`config.mk`:
```
export PLATFORM = sky130hd
export DESIGN_NAME = hps_uio_responder
export DESIGN_NICKNAME = d
export VERILOG_FILES = /design/src/rtl/hps_uio_responder.sv
export SDC_FILE = /design/constraint.sdc
export NUM_CORES = 1
export LEC_CHECK = 0
export CAP_MARGIN = 20
export CORE_ASPECT_RATIO = 0.7
export CORE_MARGIN = 3
export CORE_UTILIZATION = 50
export CTS_CLUSTER_SIZE = 24
export DETAILED_ROUTE_END_ITERATION = 16
export PLACE_DENSITY = 0.87
export SLEW_MARGIN = 15
export SYNTH_ARGS = -nofsm -noshare
export SYNTH_HDL_FRONTEND = slang
export SYNTH_SLANG_ARGS = --single-unit
export TNS_END_PERCENT = 30
```
`constraint.sdc`:
```
create_clock -name clk -period 2.7 [get_ports clk]
set_input_delay 0.675 -clock clk [delete_from_list [all_inputs] [get_ports clk]]
set_output_delay 0.675 -clock clk [all_outputs]
set_load 0.1 [all_outputs]
```
`src/rtl/hps_uio_responder.sv`:
```
// hps_uio_responder: HPS user-I/O command responder.
// Define HPS_UIO_PS2_EN to compile in the PS/2 key command (0x05).
module hps_uio_responder #(
  parameter int WAIT_CYCLES = 2
) (
  input  logic        clk,
  input  logic        reset_n,
  input  logic        IO_UIO,
  input  logic        IO_FPGA,
  input  logic        IO_STROBE,
  input  logic [15:0] IO_DOUT,
  output logic        IO_WAIT,
  output logic [15:0] IO_DIN,
  output logic [15:0] buttons,
  output logic [31:0] joystick_0,
  output logic [31:0] joystick_1,
  output logic [31:0] status,
  output logic        status_updated,
  output logic [10:0] ps2_key
);

  typedef enum logic [1:0] {S_IDLE, S_CMD, S_DATA} state_e;

  state_e      state_q, state_d;
  logic        stb_q, det_q, take;
  logic [15:0] dat_q;
  logic [7:0]  cmd_q, cmd_d;
  logic [3:0]  idx_q, idx_d;
  logic [3:0]  wcnt_q, wcnt_d;
  logic [15:0] stg_q, stg_d;
  logic [15:0] din_q, din_d;
  logic [15:0] btn_q, btn_d;
  logic [31:0] j0_q, j0_d;
  logic [31:0] j1_q, j1_d;
  logic [31:0] st_q, st_d;
  logic        upd_q, upd_d;
  logic        c_btn, c_j0, c_j1, c_st, c_rd;
`ifdef HPS_UIO_PS2_EN
  logic        c_ps2;
  logic [10:0] ps2_q, ps2_d;
  logic        ext_q, ext_d;
  logic        rel_q, rel_d;
`endif

  assign c_btn = (cmd_q == 8'h01);
  assign c_j0  = (cmd_q == 8'h02);
  assign c_j1  = (cmd_q == 8'h03);
  assign c_st  = (cmd_q == 8'h1E);
  assign c_rd  = (cmd_q == 8'h29);
`ifdef HPS_UIO_PS2_EN
  assign c_ps2 = (cmd_q == 8'h05);
`endif

  // Strobe rising-edge detect, registered with its data word.
  always_ff @(posedge clk or negedge reset_n) begin
    if (!reset_n) begin
      stb_q <= 1'b0;
      det_q <= 1'b0;
      dat_q <= '0;
    end else begin
      stb_q <= IO_STROBE;
      det_q <= IO_STROBE & ~stb_q & IO_UIO & ~IO_FPGA;
      dat_q <= IO_DOUT;
    end
  end

  // A detected word is only acted on if the transaction is still open.
  assign take = det_q & IO_UIO & (state_q != S_IDLE);

  // FSM state register.
  always_ff @(posedge clk or negedge reset_n) begin
    if (!reset_n) state_q <= S_IDLE;
    else          state_q <= state_d;
  end

  // FSM next state; a UIO drop always returns to idle.
  always_comb begin
    state_d = state_q;
    if (!IO_UIO) begin
      state_d = S_IDLE;
    end else begin
      unique case (state_q)
        S_IDLE:  state_d = S_CMD;
        S_CMD:   state_d = take ? S_DATA : S_CMD;
        default: state_d = state_q;
      endcase
    end
  end

  // Command/data decode into next-state datapath values.
  always_comb begin
    cmd_d  = cmd_q;
    idx_d  = idx_q;
    stg_d  = stg_q;
    din_d  = din_q;
    btn_d  = btn_q;
    j0_d   = j0_q;
    j1_d   = j1_q;
    st_d   = st_q;
    upd_d  = 1'b0;
    wcnt_d = (wcnt_q != 4'd0) ? wcnt_q - 4'd1 : 4'd0;
`ifdef HPS_UIO_PS2_EN
    ps2_d  = ps2_q;
    ext_d  = ext_q;
    rel_d  = rel_q;
`endif
    if (take) wcnt_d = 4'(WAIT_CYCLES);
    if (!IO_UIO) begin
      cmd_d = '0;
      idx_d = '0;
      stg_d = '0;
      din_d = '0;
`ifdef HPS_UIO_PS2_EN
      ext_d = 1'b0;
      rel_d = 1'b0;
`endif
    end else if (take && state_q == S_CMD) begin
      cmd_d = dat_q[7:0];
      idx_d = '0;
      din_d = (dat_q[7:0] == 8'h29) ? st_q[15:0] : '0;
    end else if (take && state_q == S_DATA && idx_q != 4'hF) begin
      idx_d = idx_q + 4'd1;
      din_d = '0;
      unique case (1'b1)
        c_btn: if (idx_q == 4'd0) btn_d = dat_q;
        c_j0: begin
          if (idx_q == 4'd0) j0_d[15:0]  = dat_q;
          if (idx_q == 4'd1) j0_d[31:16] = dat_q;
        end
        c_j1: begin
          if (idx_q == 4'd0) j1_d[15:0]  = dat_q;
          if (idx_q == 4'd1) j1_d[31:16] = dat_q;
        end
        c_st: begin
          if (idx_q == 4'd0) stg_d = dat_q;
          if (idx_q == 4'd1) begin
            st_d  = {dat_q, stg_q};
            upd_d = 1'b1;
          end
        end
        c_rd: if (idx_q == 4'd0) din_d = st_q[31:16];
`ifdef HPS_UIO_PS2_EN
        c_ps2: begin
          if (dat_q[7:0] == 8'hE0) begin
            ext_d = 1'b1;
          end else if (dat_q[7:0] == 8'hF0) begin
            rel_d = 1'b1;
          end else begin
            ps2_d = {~ps2_q[10], ~rel_q, ext_q, dat_q[7:0]};
            ext_d = 1'b0;
            rel_d = 1'b0;
          end
        end
`endif
        default: ;
      endcase
    end
  end

  // Datapath and output registers.
  always_ff @(posedge clk or negedge reset_n) begin
    if (!reset_n) begin
      cmd_q  <= '0;
      idx_q  <= '0;
      wcnt_q <= '0;
      stg_q  <= '0;
      din_q  <= '0;
      btn_q  <= '0;
      j0_q   <= '0;
      j1_q   <= '0;
      st_q   <= '0;
      upd_q  <= 1'b0;
`ifdef HPS_UIO_PS2_EN
      ps2_q  <= '0;
      ext_q  <= 1'b0;
      rel_q  <= 1'b0;
`endif
    end else begin
      cmd_q  <= cmd_d;
      idx_q  <= idx_d;
      wcnt_q <= wcnt_d;
      stg_q  <= stg_d;
      din_q  <= din_d;
      btn_q  <= btn_d;
      j0_q   <= j0_d;
      j1_q   <= j1_d;
      st_q   <= st_d;
      upd_q  <= upd_d;
`ifdef HPS_UIO_PS2_EN
      ps2_q  <= ps2_d;
      ext_q  <= ext_d;
      rel_q  <= rel_d;
`endif
    end
  end

  assign IO_WAIT        = (wcnt_q != 4'd0);
  assign IO_DIN         = din_q;
  assign buttons        = btn_q;
  assign joystick_0     = j0_q;
  assign joystick_1     = j1_q;
  assign status         = st_q;
  assign status_updated = upd_q;
`ifdef HPS_UIO_PS2_EN
  assign ps2_key        = ps2_q;
`else
  assign ps2_key        = '0;
`endif

endmodule

```
==> impl_metrics.env, run 1 <==
export IMPL_grt_use_total=0.2294
export IMPL_synthToLayoutAreaGrowth_pct=27.54
export IMPL_htree_levels=4
export IMPL_dp_cells=826
export IMPL_ios=162
export IMPL_fin_nets=681
export IMPL_start_util=0.5176
export IMPL_grt_pass1_vias=4848
export IMPL_power_mw=5.492
export IMPL_min_period_ns=2.460
export IMPL_cts_buffers=17
export IMPL_crit_fanout=4
export IMPL_final_hold_viol_count=0
export IMPL_drt_total_wl_um=17640
export IMPL_first_pass_iters=5
export IMPL_maxSlewViolCount=0
export IMPL_synth_enable_flop_cells=0
export IMPL_drc_errors=0
export IMPL_netlist_area_um2=7297
export IMPL_cts_setup_buffers=0
export IMPL_fp_coreArea_um2=14100
export IMPL_cp_required_ns=2.03
export IMPL_drtIter0Drc=330
export IMPL_n_fill_cell=992
export IMPL_max_freq_mhz=406.5
export IMPL_clock_latency_ns=0.43
export IMPL_setup_slack_ns=0.2403
export IMPL_hold_ws_ns=0.1481
export IMPL_fp_dieH_um=107.1
export IMPL_grt_max_degree=77
export IMPL_clock_tree_buffer_depth=2
export IMPL_dpl_cell_area_um2=8721
export IMPL_cp_end_kind="output pin"
export IMPL_diodes=0
export IMPL_final_core_util=0.6601
export IMPL_fp_dieW_um=150.4
export IMPL_synth_cell_type_count=50
export IMPL_antenna_found_initial=0
export IMPL_hpwl_um=12150
export IMPL_synthTopCellsByArea="dfrtp_1, mux2_2, mux2_4"
export IMPL_powerDensity_nw_per_um2=590.1
export IMPL_arrival_ns=1.78
export IMPL_tightest_slew_ns=0.6933
export IMPL_seq_area_frac_synth=0.6207
export IMPL_fin_skew_ns=0.01009
export IMPL_pre_cts_ws_ns=-0.1938
export IMPL_avgRoutedWirePerCell_um=20.54
export IMPL_ir_drop_uv=443.0
export IMPL_r2r_cells=6
export IMPL_antenna_left=0
export IMPL_final_cell_area_um2=9306
export IMPL_grt_overflow_total=0
export IMPL_synthCells=493
export IMPL_ys_warn_count=0
export IMPL_vias=4753
export IMPL_maxCapViolCount=0
export IMPL_port_buffers=150
export IMPL_grt_pass1_wl_um=27930
export IMPL_synth_top_flop_cell="dfrtp_1"
export IMPL_yosys_register_bits=181
export IMPL_min_path_type="input pin to asynchronous set/reset pin"
export IMPL_clk_root_buffer_cell="clkbuf_16"
export IMPL_post_route_period_util=0.9110
export IMPL_finalNonFillerCells=859
export IMPL_synth_area_leader_cell="dfrtp_1"
export IMPL_cts_tree="done"
export IMPL_finalWeightedCongestion=0.8444
export IMPL_status="finished, final reports clean"
export IMPL_numClockSinks=181
export IMPL_critical_path_class="flip-flop to output pin"
export IMPL_vias_per_cell=5.533
export IMPL_drive_gt1_frac=0.4514
export IMPL_relSlewSlack=0.5363
export IMPL_leakage_nw=4.642
export IMPL_rsz0062_at_grt="no"
export IMPL_rows=36
export IMPL_dieArea_um2=16100
export IMPL_async_reset_ff_frac=1.000
export IMPL_synth_top_area_frac=0.6207
export IMPL_clk_pin_slew_ns=0.06
export IMPL_finalSetupTns_ns=0
export IMPL_setup_viol=0
export IMPL_start_kind="flip-flop"
export IMPL_synth_avg_cell_area_um2=14.80
==> cell usage after synthesis (3+ instances only) <==
| cell type | n |
|---|---|
| nand3_1 | 5 |
| nor4_4 | 3 |
| ha_1 | 3 |
| and4b_1 | 3 |
| mux2i_1 | 16 |
| nor3_1 | 3 |
| nor2_1 | 26 |
| nor4b_1 | 3 |
| mux2_4 | 20 |
| clkbuf_1 | 6 |
| buf_4 | 13 |
| a32oi_1 | 16 |
| mux2_2 | 90 |
| nand2_1 | 23 |
| inv_1 | 3 |
| and3_1 | 3 |
| a21oi_1 | 13 |
| buf_2 | 9 |
| o2bb2ai_1 | 16 |
| buf_6 | 3 |
| dfrtp_1 | 181 |
==> critical path: stages (launching register included) <==
cell     delay, ns
dfrtp_1       0.40
or3_1         0.42
or2_2         0.30
buf_4         0.24
==> state kept, by name, summed over array words and instances (netlist names), 2 cells and up <==
name        count
joystick_0     32
joystick_1     32
status         32
IO_DIN         16
buttons        16
dat_q          16
stg_q          16
cmd_q           8
idx_q           4
wcnt_q          4
state_q         2
==> repair_timing <==
item	CTS	global route
resized for setup	0	1
endpoints found under the setup margin	0	2
hold buffers	0	0
==> final timing paths <==
kind	start	end	slack, ns
min	reset_n	buttons[3]	0.15
max reg2reg	idx_q[0]	IO_DIN[11]	0.42
min reg2reg	stb_q	det_q	0.42
max in group asynchronous	reset_n	joystick_1[7]	1.78
min in group clk	stb_q	det_q	0.42
max	wcnt_q[1]	IO_WAIT	0.24
==> power by group <==
group	internal (mW)	switching, mW
combinational	0.0814	0.253
clock	1.36	0.986
sequential	2.75	0.0615
==> metal layers <==
metal / vias to the layer above / GRT usage / share of wire
li1: 2082 / - / -
met1: 2446 / 0.3242 / 0.45
met2: 199 / 0.3358 / 0.45
met3: 26 / 0.07098 / 0.088
met4: 0 / 0.08355 / 0.016
met5: - / 0 / 0
==> layout by cell type, fill, tap and decap left out, drive strengths merged, types with 4 or more instances in the layout <==
cell type      synthesis  routed
dfrtp                181     181
buf                   27     151
mux2                 112     112
nor2                  26      26
nand2                 24      24
clkbuf                 8      24
clkdlybuf4s50          0      19
mux2i                 16      16
a32oi                 16      16
o2bb2ai               16      16
a21oi                 13      13
conb                   1      11
nor3                   6       6
nand3                  5       5
nor4                   4       4
inv                    4       4
and3                   4       4
clkinv                 0       4
==> kinds of logic (layout without fill, tap and decap cells) <==
group / count (synthesis) / count (layout) / share of synthesized area
DFF: 181 / 181 / 0.6207
and+or+nand+nor: 90 / 90 / 0.07974
other: 1 / 11 / 0.0005139
adders and majority gates: 3 / 3 / 0.005145
muxes: 128 / 128 / 0.2051
buffers and inverters: 39 / 205 / 0.03601
AOI/OAI and AO/OA: 49 / 49 / 0.05041
xor gates and xnor gates: 2 / 2 / 0.002401
==> area by class of cell <==
type / count / area, µm² / share of cell area
sequential: 181 / 4529 / 0.4867
clock inverter: 7 / 72.57 / 0.007798
multi-input combinational: 283 / 2557 / 0.2748
clock buffer: 24 / 491.7 / 0.05284
tap: 190 / 237.7 / 0.02554
inverter: 4 / 15.01 / 0.001613
timing repair buffer: 170 / 1403 / 0.1507
(Power assumes the default switching activity.)
==> inputs of run 2 (changes only) <==
--- a/config.mk
+++ b/config.mk
@@ -12,6 +12,7 @@
 export CTS_CLUSTER_SIZE = 24
 export DETAILED_ROUTE_END_ITERATION = 16
 export PLACE_DENSITY = 0.87
+export SETUP_SLACK_MARGIN = 0.4
 export SLEW_MARGIN = 15
 export SYNTH_ARGS = -nofsm -noshare
 export SYNTH_HDL_FRONTEND = slang
==> impl_metrics.env, run 2 (same netlist as run 1, synthesis figures left out) <==
export IMPL_rows=36
export IMPL_grt_max_degree=77
export IMPL_drive_gt1_frac=0.4559
export IMPL_vias=4816
export IMPL_min_path_type="input pin to asynchronous set/reset pin"
export IMPL_clkPwrFrac=0.423
export IMPL_swShare=0.2375
export IMPL_tightest_slew_ns=0.7044
export IMPL_status="finished, final reports clean"
export IMPL_critPathCapture="IO_WAIT"
export IMPL_r2r_slack_ns=0.56
export IMPL_final_core_util=0.6629
export IMPL_relSlewSlack=0.5299
export IMPL_clk_root_buffer_cell="clkbuf_16"
export IMPL_r2r_end="buttons[9]"
export IMPL_clock_latency_ns=0.43
export IMPL_p_seq_frac=0.505
export IMPL_cts_buffers=17
export IMPL_clk_pin_slew_ns=0.06
export IMPL_fp_coreArea_um2=14100
export IMPL_numClockSinks=181
export IMPL_grt_pass1_vias=4873
export IMPL_antenna_found_initial=0
export IMPL_drc_errors=0
export IMPL_fin_nets=681
export IMPL_r2r_start="idx_q[0]"
export IMPL_synthToLayoutAreaGrowth_pct=28.07
export IMPL_final_common_cell="dfrtp_1"
export IMPL_max_freq_mhz=433.2
export IMPL_maxSlewViolCount=0
export IMPL_post_route_period_util=0.8549
export IMPL_min_period_ns=2.308
export IMPL_antenna_left=0
export IMPL_powerDensity_nw_per_um2=594.7
export IMPL_hold_ws_ns=0.1477
export IMPL_cts_tree="done"
export IMPL_drtIter0Drc=367
export IMPL_crit_fanout=3
export IMPL_cp_end_kind="output pin"
export IMPL_setup_viol=0
export IMPL_finalWeightedCongestion=0.8444
export IMPL_leakage_nw=4.654
export IMPL_maxCapViolCount=0
export IMPL_layout_common_cells="dfrtp_1, buf_4, mux2_2"
export IMPL_avgRoutedWirePerCell_um=20.60
export IMPL_htree_levels=4
export IMPL_fp_dieW_um=150.4
export IMPL_crit_path_start="wcnt_q[2]"
export IMPL_r2r_cells=7
export IMPL_switchingPower_mw=1.320
export IMPL_ir_drop_uv=442.8
export IMPL_arrival_ns=1.63
export IMPL_start_kind="flip-flop"
export IMPL_start_util=0.5176
export IMPL_clock_tree_buffer_depth=2
export IMPL_p_int_mw=4.237
export IMPL_pre_cts_ws_ns=-0.1938
export IMPL_setup_slack_ns=0.3917
export IMPL_drt_total_wl_um=17690
export IMPL_rsz0062_at_grt="yes"
export IMPL_vias_per_cell=5.607
export IMPL_cp_required_ns=2.03
export IMPL_fin_skew_ns=0.01185
export IMPL_diodes=0
export IMPL_dieArea_um2=16100
export IMPL_critical_path_class="flip-flop to output pin"
export IMPL_fp_dieH_um=107.1
export IMPL_first_pass_iters=4
export IMPL_grt_pass1_wl_um=28080
export IMPL_grt_overflow_total=0
export IMPL_hpwl_um=12150
export IMPL_port_buffers=150
export IMPL_comb_power_share=0.072
export IMPL_grt_use_total=0.2306
export IMPL_final_hold_viol_count=0
export IMPL_ios=162
==> run 2: power groups by stage <==
stage / clock network, mW / logic, mW / registers (mW)
final: 2.35 / 0.401 / 2.81
after global routing: 2.53 / 0.427 / 2.81
after CTS: 2.40 / 0.397 / 2.80
after detailed placement: 0 / 0.336 / 2.86
after global placement: 0 / 0.325 / 2.85
after floorplan: 0 / 0.229 / 2.83
==> run 2: worst min-delay path by stage <==
stage                 start              to  slack [ns]  cells past startpoint
floorplan           reset_n       IO_DIN[0]        0.38                      0
global placement      stb_q           det_q        0.40                      1
detailed placement    stb_q           det_q        0.40                      1
CTS                 reset_n  joystick_1[19]        0.15                      1
global route        reset_n  joystick_0[17]        0.17                      1
finish              reset_n      buttons[3]        0.15                      1
==> run 2: timing repair <==
action,CTS,global route
pin swaps,1,1
hold buffers,0,0
setup buffers,1,1
resized for setup,8,0
setup endpoints to repair,17,17
==> run 2: cell type report <==
cell class              instances  area [µm²]
fillers                       984        4753
flip-flops and latches        181        4529
clock inverters                 7       72.57
multi-input cells             283        2571
well taps                     190       237.7
clock buffers                  24       491.7
repair buffers                170        1428
inverters                       4       15.01
==> run 2: routing by layer <==
layer,global-route usage,wire length (µm),up-vias
met3,0.07098,1624,33
met5,0,0,-
met1,0.3267,7684,2477
met2,0.3371,8075,213
met4,0.08355,308,0
li1,-,-,2093
==> run 2: worst max-delay path, stage by stage (launching register included) <==
cell,delay [ns]
dfrtp_1,0.39
or3_4,0.40
or2_4,0.25
buf_12,0.17
==> run 2: metrics by stage <==
| stage | TNS (ns) | cells | area (µm²) | power [mW] |
|---|---|---|---|---|
| 2_1_floorplan | 0 | 503 | 7335 | 3.059 |
| 3_3_place_gp | 0 | 826 | 8721 | 3.177 |
| 3_5_place_dp | -2.506 | 826 | 8721 | 3.193 |
| 4_1_cts | 0 | 858 | 9325 | 5.599 |
| 5_1_grt | 0 | 859 | 9345 | 5.762 |
| 6_report | 0 | 859 | 9345 | 5.557 |
==> inputs of run 3 (changes only) <==
--- a/config.mk
+++ b/config.mk
@@ -11,7 +11,8 @@
 export CORE_UTILIZATION = 50
 export CTS_CLUSTER_SIZE = 24
 export DETAILED_ROUTE_END_ITERATION = 16
-export PLACE_DENSITY = 0.87
+export GPL_TIMING_DRIVEN = 0
+export PLACE_DENSITY_LB_ADDON = 0.12
 export SETUP_SLACK_MARGIN = 0.4
 export SLEW_MARGIN = 15
 export SYNTH_ARGS = -nofsm -noshare
==> impl_metrics.env, run 3 (same netlist as run 1, synthesis figures left out) <==
export IMPL_avgRoutedWirePerCell_um=19.92
export IMPL_antenna_left=0
export IMPL_grt_use_total=0.2293
export IMPL_critical_path_class="input pin to flip-flop"
export IMPL_relSlewSlack=0.3277
export IMPL_finalSetupTns_ns=0
export IMPL_r2r_cells=7
export IMPL_synthToLayoutAreaGrowth_pct=34.45
export IMPL_pre_cts_ws_ns=-0.3075
export IMPL_min_path_type="input pin to asynchronous set/reset pin"
export IMPL_htree_levels=4
export IMPL_powerDensity_nw_per_um2=570.3
export IMPL_grt_pass1_vias=4855
export IMPL_diodes=0
export IMPL_drtIter0Drc=294
export IMPL_start_util=0.5176
export IMPL_max_freq_mhz=425.7
export IMPL_maxSlewViolCount=0
export IMPL_final_hold_viol_count=0
export IMPL_grt_overflow_total=0
export IMPL_clk_root_buffer_cell="clkbuf_16"
export IMPL_tightest_slew_ns=1.012
export IMPL_dieArea_um2=16100
export IMPL_grt_max_degree=77
export IMPL_antenna_found_initial=0
export IMPL_final_common_cell="dfrtp_1"
export IMPL_final_cell_area_um2=9811
export IMPL_finalWeightedCongestion=0.8400
export IMPL_cts_buffers=17
export IMPL_drt_total_wl_um=17650
export IMPL_dpl_cell_area_um2=9134
export IMPL_arrival_ns=2.66
export IMPL_ios=162
export IMPL_vias_per_cell=5.362
export IMPL_fp_dieW_um=150.4
export IMPL_finalNonFillerCells=886
export IMPL_port_buffers=150
export IMPL_leakage_nw=4.846
export IMPL_multi_input_comb_area_um2=2559
export IMPL_fin_skew_ns=0.01071
export IMPL_setup_viol=0
export IMPL_drc_errors=0
export IMPL_maxCapViolCount=0
export IMPL_power_mw=5.595
export IMPL_fp_dieH_um=107.1
export IMPL_cp_end_kind="flip-flop"
export IMPL_regArea_um2=4529
export IMPL_numClockSinks=181
export IMPL_clock_tree_buffer_depth=2
export IMPL_setup_slack_ns=0.3507
export IMPL_rsz0062_at_grt="yes"
export IMPL_start_kind="input pin"
export IMPL_clk_pin_slew_ns=0.07
export IMPL_clock_latency_ns=0.43
export IMPL_cp_required_ns=3.01
export IMPL_drive_gt1_frac=0.3793
export IMPL_final_core_util=0.6959
export IMPL_status="finished, final reports clean"
export IMPL_n_fill_cell=1013
export IMPL_fin_nets=707
export IMPL_dp_cells=845
export IMPL_hold_ws_ns=0.1065
export IMPL_min_period_ns=2.349
export IMPL_cts_tree="done"
export IMPL_hpwl_um=12430
export IMPL_rows=36
export IMPL_crit_fanout=10
export IMPL_layout_common_cells="dfrtp_1, mux2_2, clkdlybuf4s15_2"
export IMPL_ir_drop_uv=452.6
export IMPL_fp_coreArea_um2=14100
export IMPL_post_route_period_util=0.8701
export IMPL_vias=4751
export IMPL_grt_pass1_wl_um=27830
export IMPL_first_pass_iters=5
[run 3: changes by cell type in the layout (fill, tap and decap cells not counted), moves of 3 or more]
cell             previous run  this run
buf_2                       0         6
buf_8                       0         3
inv_8                       0         4
buf_12                      8         1
dlygate4sd2_1               0        64
clkdlybuf4s15_2             0        65
buf_6                       1         4
buf_4                     142        23
[run 3: critical path, cell delays in order]
cell	delay, ns
clkdlybuf4s50_1	0.50
and4b_1	0.21
buf_6	0.15
nand2_8	0.08
nor3_4	0.44
buf_6	0.23
mux2_2	0.35
[run 3: path summary, 6_finish.rpt]
path,startpoint,endpoint,slack (ns)
hold reg to reg,stb_q,det_q,0.41
setup / recovery,IO_UIO,joystick_1[30],0.35
min in group clk,stb_q,det_q,0.41
hold / removal,reset_n,IO_DIN[9],0.11
max in group asynchronous,reset_n,joystick_0[7],1.59
setup reg to reg,idx_q[0],IO_DIN[12],0.40
[run 3: area by class of cell]
type | count | share of cell area
Buffer | 35 | 0.02653
Clock buffer | 19 | 0.04617
Clock inverter | 13 | 0.01186
Inverter | 4 | 0.001530
Multi-Input combinational cell | 283 | 0.2608
Sequential cell | 181 | 0.4617
Tap cell | 190 | 0.02423
Timing Repair Buffer | 161 | 0.1672
[run 3: what timing repair did]
action | in CTS | in global routing
buffers inserted | 0 | 9
pin swaps | 0 | 3
gates resized for setup | 264 | 16
setup endpoints to repair | 222 | 177
hold buffers | 0 | 0
[run 3: per-layer routing]
metal | track usage | wire length (µm) | vias to the layer above
met3 | 0.08238 | 1687 | 12
met1 | 0.3407 | 8138 | 2410
met5 | 0 | 0 | -
li1 | - | - | 2134
met4 | 0.05287 | 123 | 0
met2 | 0.3233 | 7702 | 195
[run 3: power breakdown]
group          internal (mW)  switching, mW
Sequential              2.74         0.0591
Combinational          0.133          0.270
Clock                   1.26           1.13
Total                   4.14           1.46
